`src/rtl/cpu_pkg.sv`:
```
`default_nettype none
// ============================================================================
// Module      : cpu_pkg
// Description : Shared types and constants for the 32-bit core's block-transfer
//               sequencer: sequencer state encoding, word size, PC register
//               index and register-index/list widths.
// Revision    : 1.0 - initial release
// ============================================================================
package cpu_pkg;

  localparam int WORD_BYTES = 4;   // bytes per memory word access
  localparam int PC_IDX     = 15;  // register index that aliases the PC
  localparam int REG_IDX_W  = 5;   // register file index width
  localparam int LIST_W     = 16;  // register list width
  localparam int IDX_W      = 4;   // index of a bit within the list
  localparam int CNT_W      = 5;   // popcount of a full list (0..16)

  typedef enum logic [1:0] {
    ST_IDLE = 2'd0,
    ST_XFER = 2'd1,
    ST_WB   = 2'd2,
    ST_DONE = 2'd3
  } seq_state_e;

endpackage : cpu_pkg
`default_nettype wire

```
`src/rtl/reg_list_prienc.sv`:
```
`default_nettype none
// ============================================================================
// Module      : reg_list_prienc
// Description : Combinational register-list decoder. Reports the lowest set
//               bit of a 16-bit list, whether any bit is set, and the number
//               of set bits.
// Ports       : list_i  - register list
//               idx_o   - index of the lowest set bit (0 when list is empty)
//               valid_o - list is non-empty
//               count_o - popcount of the list
// Revision    : 1.0 - initial release
// ============================================================================
module reg_list_prienc
  import cpu_pkg::*;
(
  input  logic [LIST_W-1:0] list_i,
  output logic [IDX_W-1:0]  idx_o,
  output logic              valid_o,
  output logic [CNT_W-1:0]  count_o
);

  always_comb begin
    idx_o   = '0;
    count_o = '0;
    // Scan from the top down so the lowest set bit is the last one written.
    for (int i = LIST_W - 1; i >= 0; i--) begin
      if (list_i[i]) begin
        idx_o = IDX_W'(i);
      end
    end
    for (int i = 0; i < LIST_W; i++) begin
      count_o = count_o + CNT_W'(list_i[i]);
    end
    valid_o = |list_i;
  end

endmodule : reg_list_prienc
`default_nettype wire

```
`src/rtl/ldm_stm_seq.sv`:
```
`default_nettype none
// ============================================================================
// Module      : ldm_stm_seq
// Description : Load/store-multiple sequencer. Walks a 16-bit register list
//               in ascending order and issues one word access per listed
//               register over a valid/ready memory handshake. Loads to R15
//               go out on the PC write port instead of the register file.
// Config      : LDMSTM_WRITEBACK_EN - when defined, a WB state writes the
//               updated base address back to base_reg after the transfers.
// Ports       : clk, rst_n            - clock, async active-low reset
//               start/is_load/up/reg_list/base_addr/base_reg - launch request
//               busy/done             - status (done is a one-cycle pulse)
//               mem_*                 - data memory handshake
//               rf_ra/rf_rd           - register file read (store path)
//               rf_we/rf_wa/rf_wd     - register file write (load / writeback)
//               pc_we/pc_wd           - R15 load
// Revision    : 1.0 - initial release
// ============================================================================
module ldm_stm_seq
  import cpu_pkg::*;
#(
  parameter int DATA_W = 32,
  parameter int ADDR_W = 32
) (
  input  logic                 clk,
  input  logic                 rst_n,
  input  logic                 start,
  input  logic                 is_load,
  input  logic                 up,
  input  logic [LIST_W-1:0]    reg_list,
  input  logic [ADDR_W-1:0]    base_addr,
  input  logic [REG_IDX_W-1:0] base_reg,
  output logic                 busy,
  output logic                 done,
  output logic                 mem_req,
  output logic                 mem_we,
  output logic [ADDR_W-1:0]    mem_addr,
  output logic [DATA_W-1:0]    mem_wdata,
  input  logic                 mem_ready,
  input  logic [DATA_W-1:0]    mem_rdata,
  output logic [REG_IDX_W-1:0] rf_ra,
  input  logic [DATA_W-1:0]    rf_rd,
  output logic                 rf_we,
  output logic [REG_IDX_W-1:0] rf_wa,
  output logic [DATA_W-1:0]    rf_wd,
  output logic                 pc_we,
  output logic [DATA_W-1:0]    pc_wd
);

  // State after the last transfer (or immediately, for an empty list).
`ifdef LDMSTM_WRITEBACK_EN
  localparam seq_state_e C_TAIL_STATE = ST_WB;
`else
  localparam seq_state_e C_TAIL_STATE = ST_DONE;
`endif

  seq_state_e          state_q, state_d;
  logic [LIST_W-1:0]   list_q,  list_d;
  logic [ADDR_W-1:0]   addr_q,  addr_d;
  logic                load_q,  load_d;

  logic [IDX_W-1:0]    w_cur_idx;
  logic                w_cur_vld;
  logic [CNT_W-1:0]    w_unused_cur_cnt;
  logic [IDX_W-1:0]    w_unused_start_idx;
  logic                w_start_vld;
  logic [CNT_W-1:0]    w_start_cnt;
  logic [ADDR_W-1:0]   w_start_off;
  logic [LIST_W-1:0]   w_list_cleared;
  logic                w_cur_is_pc;

  // Current register: lowest pending bit of the latched list.
  reg_list_prienc u_cur_enc (
    .list_i  (list_q),
    .idx_o   (w_cur_idx),
    .valid_o (w_cur_vld),
    .count_o (w_unused_cur_cnt)
  );

  // Launch-time decode of the incoming list: emptiness and word count.
  reg_list_prienc u_start_enc (
    .list_i  (reg_list),
    .idx_o   (w_unused_start_idx),
    .valid_o (w_start_vld),
    .count_o (w_start_cnt)
  );

  assign w_start_off    = ADDR_W'(w_start_cnt) * ADDR_W'(WORD_BYTES);
  assign w_list_cleared = list_q & ~(LIST_W'(1) << w_cur_idx);
  assign w_cur_is_pc    = (w_cur_idx == IDX_W'(PC_IDX));

`ifdef LDMSTM_WRITEBACK_EN
  logic [REG_IDX_W-1:0] wb_reg_q, wb_reg_d;
  logic [ADDR_W-1:0]    fin_q,    fin_d;
  logic                 wb_en_q,  wb_en_d;
  logic                 w_base_in_list;

  // A base register above R15 cannot appear in the list.
  assign w_base_in_list = ~base_reg[REG_IDX_W-1] & reg_list[base_reg[IDX_W-1:0]];
`else
  logic w_unused_base_reg;
  assign w_unused_base_reg = ^base_reg;
`endif

  always_ff @(posedge clk or negedge rst_n) begin
    if (!rst_n) begin
      state_q  <= ST_IDLE;
      list_q   <= '0;
      addr_q   <= '0;
      load_q   <= 1'b0;
`ifdef LDMSTM_WRITEBACK_EN
      wb_reg_q <= '0;
      fin_q    <= '0;
      wb_en_q  <= 1'b0;
`endif
    end else begin
      state_q  <= state_d;
      list_q   <= list_d;
      addr_q   <= addr_d;
      load_q   <= load_d;
`ifdef LDMSTM_WRITEBACK_EN
      wb_reg_q <= wb_reg_d;
      fin_q    <= fin_d;
      wb_en_q  <= wb_en_d;
`endif
    end
  end

  always_comb begin
    state_d   = state_q;
    list_d    = list_q;
    addr_d    = addr_q;
    load_d    = load_q;
`ifdef LDMSTM_WRITEBACK_EN
    wb_reg_d  = wb_reg_q;
    fin_d     = fin_q;
    wb_en_d   = wb_en_q;
`endif
    busy      = 1'b0;
    done      = 1'b0;
    mem_req   = 1'b0;
    mem_we    = 1'b0;
    mem_addr  = '0;
    mem_wdata = '0;
    rf_ra     = '0;
    rf_we     = 1'b0;
    rf_wa     = '0;
    rf_wd     = '0;
    pc_we     = 1'b0;
    pc_wd     = '0;

    case (state_q)
      ST_IDLE: begin
        if (start) begin
          list_d = reg_list;
          load_d = is_load;
          // Descending transfers still walk upward from the lowest address.
          addr_d = up ? base_addr : (base_addr - w_start_off);
`ifdef LDMSTM_WRITEBACK_EN
          wb_reg_d = base_reg;
          fin_d    = up ? (base_addr + w_start_off) : (base_addr - w_start_off);
          // A loaded base value takes priority; R15 is never written here.
          wb_en_d  = (base_reg != REG_IDX_W'(PC_IDX)) && !(is_load && w_base_in_list);
`endif
          state_d  = w_start_vld ? ST_XFER : C_TAIL_STATE;
        end
      end

      ST_XFER: begin
        busy     = 1'b1;
        mem_req  = w_cur_vld;
        mem_addr = addr_q;
        mem_we   = ~load_q;
        if (!load_q) begin
          rf_ra     = {1'b0, w_cur_idx};
          mem_wdata = rf_rd;
        end
        if (w_cur_vld && mem_ready) begin
          list_d = w_list_cleared;
          addr_d = addr_q + ADDR_W'(WORD_BYTES);
          // Load data is committed on the same edge as the handshake.
          if (load_q) begin
            if (w_cur_is_pc) begin
              pc_we = 1'b1;
              pc_wd = mem_rdata;
            end else begin
              rf_we = 1'b1;
              rf_wa = {1'b0, w_cur_idx};
              rf_wd = mem_rdata;
            end
          end
        end
        if (!w_cur_vld || (mem_ready && (w_list_cleared == '0))) begin
          state_d = C_TAIL_STATE;
        end
      end

`ifdef LDMSTM_WRITEBACK_EN
      ST_WB: begin
        busy  = 1'b1;
        rf_we = wb_en_q;
        if (wb_en_q) begin
          rf_wa = wb_reg_q;
          rf_wd = DATA_W'(fin_q);
        end
        state_d = ST_DONE;
      end
`endif

      ST_DONE: begin
        done    = 1'b1;
        state_d = ST_IDLE;
      end

      default: begin
        state_d = ST_IDLE;
      end
    endcase
  end

endmodule : ldm_stm_seq
`default_nettype wire

```
`config.mk`:
```
export PLATFORM = sky130hd
export DESIGN_NAME = ldm_stm_seq
export DESIGN_NICKNAME = d
export VERILOG_FILES = /design/src/rtl/cpu_pkg.sv /design/src/rtl/reg_list_prienc.sv /design/src/rtl/ldm_stm_seq.sv
export SDC_FILE = /design/constraint.sdc
export NUM_CORES = 1
export LEC_CHECK = 0
export CORE_ASPECT_RATIO = 0.9
export CORE_MARGIN = 1
export CORE_UTILIZATION = 52
export CTS_CLUSTER_SIZE = 25
export DETAILED_ROUTE_END_ITERATION = 6
export DONT_BUFFER_PORTS = 1
export PLACE_DENSITY_LB_ADDON = 0.12
export SLEW_MARGIN = 20
export SYNTH_ARGS = -nofsm -noshare
export SYNTH_HDL_FRONTEND = slang
export SYNTH_SLANG_ARGS = --single-unit
```
`constraint.sdc`:
```
create_clock -name clk -period 2.7 [get_ports clk]
set_clock_uncertainty 0.2 [all_clocks]
set_input_delay 0.27 -clock clk [delete_from_list [all_inputs] [get_ports clk]]
set_output_delay 0.27 -clock clk [all_outputs]
set_load 0.005 [all_outputs]
```
==> results of run 1 <==
## metal layers
| layer | global-route usage, % | vias to the layer above |
|---|---|---|
| met1 | 48.6 | 2882 |
| met5 | 0 | - |
| met2 | 65.9 | 414 |
| li1 | - | 2641 |
| met4 | 26.7 | 2 |
| met3 | 16.1 | 93 |
## layout by cell type, fill, tap and decap left out, types with 9 or more instances in the layout
cell type / n
nand3_1: 16
dlygate4sd3_1: 24
ha_1: 10
and2_1: 68
xnor2_1: 9
dfrtp_1: 48
nor2_1: 36
and2_4: 63
o21ai_0: 43
inv_1: 34
nor3_1: 21
a21oi_1: 44
buf_6: 20
buf_4: 90
buf_12: 11
xor2_1: 14
nand2_1: 45
## sequential cells by signal, indices dropped and copies added (netlist names)
| name | count |
|---|---|
| addr_q | 32 |
| state_q | 2 |
| load_q | 1 |
| list_q | 16 |
## final timing paths
| kind | end | startpoint | slack [ps] | depth (start not counted) |
|---|---|---|---|---|
| max | addr_q[27] | reg_list[1] | -2660 | 20 |
| min | addr_q[20] | base_addr[20] | -0.5 | 2 |
| max reg2reg | state_q[1] | list_q[11] | -20 | 8 |
| min reg2reg | addr_q[0] | addr_q[0] | 330 | 1 |
| max in group asynchronous | list_q[12] | rst_n | 1760 | 2 |
| min in group asynchronous | addr_q[11] | rst_n | 280 | 2 |
## cell families after synthesis
family                   share of synthesized area (%)
buffers and inverters                             6.08
flip-flops                                        24.4
AO/OA/AOI/OAI                                     20.6
other                                           0.0717
XOR/XNOR                                          4.86
AND/OR/NAND/NOR                                   35.7
adder cells (fa/ha/maj)                           7.32
multiplexers                                      1.03
## area by class of cell
type	instances	area, sq um
Antenna cell	4	10.0
Multi-Input combinational cell	565	4250
Timing Repair Buffer	146	1390
Clock inverter	1	30.0
Inverter	39	164
Sequential cell	51	1280
Clock buffer	6	72.6
Tap cell	126	158
Fill cell	690	2380
## power by group through the flow
stage                     registers (mW)  logic (mW)  clock network (mW)
after floorplan                     1.43        3.19                   0
after CTS                           1.52        5.68               0.545
final                               1.53        6.36               0.542
after global placement              1.50        5.03                   0
after global routing                1.58        6.79               0.576
after detailed placement            1.52        5.10                   0
## timing repair
item / in CTS / in global routing
hold buffers: 23 / 2
cloned: 6 / 3
buffers inserted: 15 / 24
endpoints found under the hold margin: 71 / 2
setup endpoints to repair: 102 / 102
gates resized for setup: 100 / 79
pin swaps: 71 / 79
## per-stage QoR
stage / setup WS [ps] / setup TNS, ps / cell area, sq um / util (%)
2_1_floorplan: -2810 / -71510 / 5290 / -
3_5_place_dp: -3130 / -88300 / 6040 / 62.0
3_3_place_gp: -3010 / -84210 / 6040 / 62.0
6_report: -2660 / -95880 / 7360 / 75.5
4_1_cts: -2690 / -84510 / 6980 / 71.7
5_1_grt: -2760 / -103300 / 7350 / 75.4
==> results_dict.tcl, run 1 <==
set metrics [dict create \
    rsz0062_at_grt "yes" \
    powerDensity_nw_per_um2 1150 \
    dr_wl_met2_mm 10.7 \
    postRouteAntennaNets 0 \
    slowest_stage "fa_1" \
    setup_viol 101 \
    p_clk_share_pct 6.4 \
    wl_mm 23.0 \
    wl_per_cell_um 24.5 \
    worstPathRequired_ps 2700 \
    clk_pin_slew_ps 100 \
    grt_antenna_before_repair 3 \
    wl_met3_mm 2.58 \
    yosysUniqueCellTypes 69 \
    synth.avg_cell_area_sq_um 7.61 \
    share_comb_of_total_power_pct 75.4 \
    ys_seq_area_share_pct 24.4 \
    ir_worst_vdd_uv 846 \
    final_cells 938 \
    status "complete, but fails checks" \
    holdWs_ps -0.490 \
    grt_max_degree 77 \
    ys_top_cells_by_area "dfrtp_1 24%, and2_1 16%, o21ai_0 4.9%" \
    critPathKind "in2reg" \
    netlist_area_sq_um 5230 \
    grt_pass1_wl_mm 33.2 \
    clock-sinks 51 \
    start_util_pct 53.7 \
    die_area_sq_um 10500 \
    fp.dieH_um 97.2 \
    clock_latency_ps 310 \
    crit_path_cell_trace "inv_12, ha_4, inv_2, fa_1, fa_1, fa_1, fa_1, fa_2, fa_2, nor2b_2, o21ai_2, ha_2, or3_4, or4_4, buf_6, nor3_4, buf_6, nand2_2, xor2_1, a221oi_1" \
    syn_to_final_growth_pct 40.6 \
    worstMarginPinSlew_ps 597 \
    internal_power_mw 4.26 \
    cts_buffer_depth 2 \
    p_sw_mw 4.18 \
    rows 34 \
    seqPwrFrac_pct 18.2 \
    async_flop_share_pct 100 \
    synth_seq_cells 51 \
    cpMostUsedCell "fa_1" \
    ctsHtreeMaxLevel 2 \
    drv_slew 0 \
    finalHoldViolations 1 \
    cts_buffers 5 \
    num_vias 6032 \
    post-route-min-period_ps 5360 \
    drt-met1-wl_mm 8.15 \
    timing.fmax_mhz 187 \
    crit_fanout 4 \
    grt_usage_pct 42.3 \
    violations "negative hold slack, negative setup slack" \
    clock-root-buffer "clkbuf_8" \
    cts_tree "built" \
    coreArea_sq_um 9740 \
    drtPass1Iterations 5 \
    end_kind "flip-flop" \
    io_pins 267 \
    cp_num_buf_inv 4 \
    top_layer_used "met5" \
    yosys_warnings 0 \
    synth_top_area_share_pct 24.4 \
    maxCapViolations 0 \
    netlist_instances 687 \
    swShare_pct 49.5 \
    chipWidth_um 108 \
    p_total_mw 8.44 \
    yosys-top-cells-count "131 x and2_1, 51 x dfrtp_1, 51 x o21ai_0, 48 x a21oi_1, 47 x nand2_1" \
    synth-edff-count 0 \
    setup_ws_ps -2660 \
    grt_overflow 0 \
    maxSlewHeadroom_pct 59.8 \
    arrival_ps 5360 \
    synth_ff_type "dfrtp_1" \
    p_leak_nw 3.10 \
    drt-initial-drc-count 458 \
    dp_cells 866 \
    grt_pass1_vias 5858 \
    synth_area_leader_cell "dfrtp_1" \
    crit_path_start_kind "input pin" \
    gp_congestion 0.963 \
    dp_hpwl_mm 15.3 \
    critPathTopFamily "adder cells" \
    min_path_type "in2reg" \
    io_buffer_count 0 \
    vias_per_cell 6.43 \
    slowest_delay_ps 530 \
    synth_most_common_cell "and2_1" \
    drive_above_1_share_pct 34.3 \
    finalCritPeriodShare_pct 199 \
    drcViolationCount 0 \
    nNetsFinal 955 \
]
Note: power is estimated with default switching activity, not from simulation.
==> run 2, diff against run 1 <==
Settings changed: CORE_AREA set to 2 2 104 106, CORE_ASPECT_RATIO 0.9 to not set, CORE_MARGIN 1 to not set, CORE_UTILIZATION 52 to not set, DIE_AREA set to 0 0 106 108.
Clock period 2.7 ns to 5.9 ns, I/O delays scaled along.
==> run 2 against run 1 <==
The flow now finishes without violations; hold slack improved by 210 ps; highest routed layer unchanged; design area shrank 24%; sequential share of layout area grew 5.5 points; critical endpoint is now addr_q[20]; core utilization is 21 points lower; largest power group unchanged; clock power is 61% lower; critical path depth is 1 lower; first-iteration DRC count shrank 25%; register-to-register slack improved by 2100 ps.
==> results_dict.tcl, run 2 (same netlist as run 1, synthesis figures left out) <==
set metrics [dict create \
    fp.dieH_um 108 \
    rows 37 \
    clk_pin_slew_ps 100 \
    p_total_mw 2.87 \
    ctsHtreeMaxLevel 2 \
    wl_per_cell_um 25.2 \
    reg2reg_to "addr_q[12]" \
    postRouteAntennaNets 0 \
    reg_top3 "addr_q (32), list_q (16), state_q (2)" \
    setup_viol 0 \
    drive_above_1_share_pct 8.71 \
    final_cell_mix "131 x and2_1, 51 x dfrtp_1, 50 x o21ai_0, 48 x a21oi_1, 47 x nand2_1" \
    min_from "reg_list[13]" \
    crit_fanout 4 \
    finalHoldViolations 0 \
    r2r_slack_ps 2030 \
    crit_path_start_kind "input pin" \
    largest_reg_flops 32 \
    reg2reg_depth 7 \
    syn_to_final_growth_pct 6.58 \
    start_util_pct 51.1 \
    arrival_ps 5720 \
    min_to "list_q[13]" \
    multi_input_area_sq_um 3700 \
    io_pins 267 \
    grt_usage_pct 35.5 \
    io_buffer_count 0 \
    drv_slew 0 \
    drt-initial-drc-count 343 \
    clock-sinks 51 \
    grt_overflow 0 \
    grt_pass1_wl_mm 30.1 \
    seqCellArea_sq_um 1280 \
    clock_latency_ps 320 \
    clock-root-buffer "clkbuf_8" \
    rr_startpoint "list_q[3]" \
    grt_pass1_vias 4924 \
    chipWidth_um 106 \
    ir_worst_vdd_uv 386 \
    worstPathRequired_ps 5920 \
    end_kind "flip-flop" \
    whs_path_depth 1 \
    nNetsFinal 824 \
    vias_per_cell 6.37 \
    num_vias 5213 \
    die_area_sq_um 11400 \
    drcViolationCount 0 \
    gp_congestion 0.915 \
    maxSlewHeadroom_pct 41.9 \
    powerDensity_nw_per_um2 514 \
    wl_mm 20.7 \
    grt_antenna_before_repair 4 \
    finalCritPeriodShare_pct 96.6 \
    dp_hpwl_mm 16.5 \
    min_path_type "in2reg" \
    holdWs_ps 211 \
    p_leak_nw 2.25 \
    critPathKind "in2reg" \
    dp_cells 803 \
    final_common_cell "and2_1" \
    drtPass1Iterations 5 \
    cts_buffers 5 \
    cts_tree "built" \
    setup_ws_ps 202 \
    post-route-min-period_ps 5700 \
    coreArea_sq_um 10200 \
    pre_cts_slack_ps -348 \
    maxCapViolations 0 \
    status "finished, final reports clean" \
    grt_max_degree 78 \
    nFillCells 966 \
    top_register "addr_q" \
    timing.fmax_mhz 176 \
    tns_ps 0 \
    final_cells 818 \
    cts_buffer_depth 2 \
    worstMarginPinSlew_ps 870 \
]
-- run 2: cell types whose count changed in the layout (fill, tap and decap cells not counted), moves of 6 or more --
cell / before / now
nor2_4: 8 / 1
dlygate4sd3_1: 24 / 1
buf_12: 11 / 0
buf_4: 90 / 18
o21ai_0: 43 / 50
and2_1: 68 / 131
and2_4: 63 / 0
buf_6: 20 / 1
nor2_1: 36 / 42
-- run 2: cell type report --
| class | count | share of cell area, % |
|---|---|---|
| Clock buffer | 6 | 1.48 |
| Tap cell | 136 | 3.05 |
| Antenna cell | 5 | 0.224 |
| Inverter | 39 | 2.63 |
| Multi-Input combinational cell | 559 | 66.3 |
| Clock inverter | 1 | 0.0898 |
| Sequential cell | 51 | 22.9 |
| Timing Repair Buffer | 21 | 3.30 |
-- run 2: report_power, final --
part           internal, mW  leakage [nW]  switching (mW)
clock network        0.0925        0.0471           0.121
logic                 0.703          1.60            1.20
registers             0.511         0.599           0.234
-- run 2: worst max-delay path, cell delays in order --
cell and delay, ps:
inv_2 30, ha_4 260, inv_2 30, fa_1 490, fa_1 430, fa_1 530
fa_1 430, fa_2 370, fa_2 360, nor2b_2 130, o21ai_2 70, ha_2 180
or3_4 360, or4_4 480, a211oi_4 370, buf_4 180, nand2_1 50, xor2_1 140
o311ai_1 230
-- run 2: worst max path at each step --
stage,startpoint,cells after the start,to,slack [ps]
after floorplan,reg_list[0],19,addr_q[30],1
after global placement,reg_list[0],19,addr_q[22],-260
after detailed placement,reg_list[1],19,addr_q[22],-350
after CTS,reg_list[1],19,addr_q[22],50
after global routing,reg_list[1],19,addr_q[20],-4
final,reg_list[1],19,addr_q[20],200
-- run 2: what timing repair did --
action / in CTS / in global routing
resized for setup: 0 / 11
setup buffers: 0 / 1
cloned: 0 / 0
endpoints found under the hold margin: 51 / 0
hold buffers: 2 / 0
setup endpoints to repair: 1 / 19
pin swaps: 1 / 3
-- run 2: per-layer routing --
metal  GRT usage, %  share of wire [%]
met1           42.8                 38
met2           55.4                 46
met3           16.9                 12
met4           11.8                3.2
met5           6.25               0.47
-- run 2: metrics by stage --
| step | utilization, % | instance area, sq um |
|---|---|---|
| after global routing | 54.5 | 5570 |
| after floorplan | - | 5250 |
| final | 54.5 | 5580 |
| after CTS | 53.9 | 5510 |
| after detailed placement | 52.7 | 5390 |
| after global placement | 52.7 | 5390 |
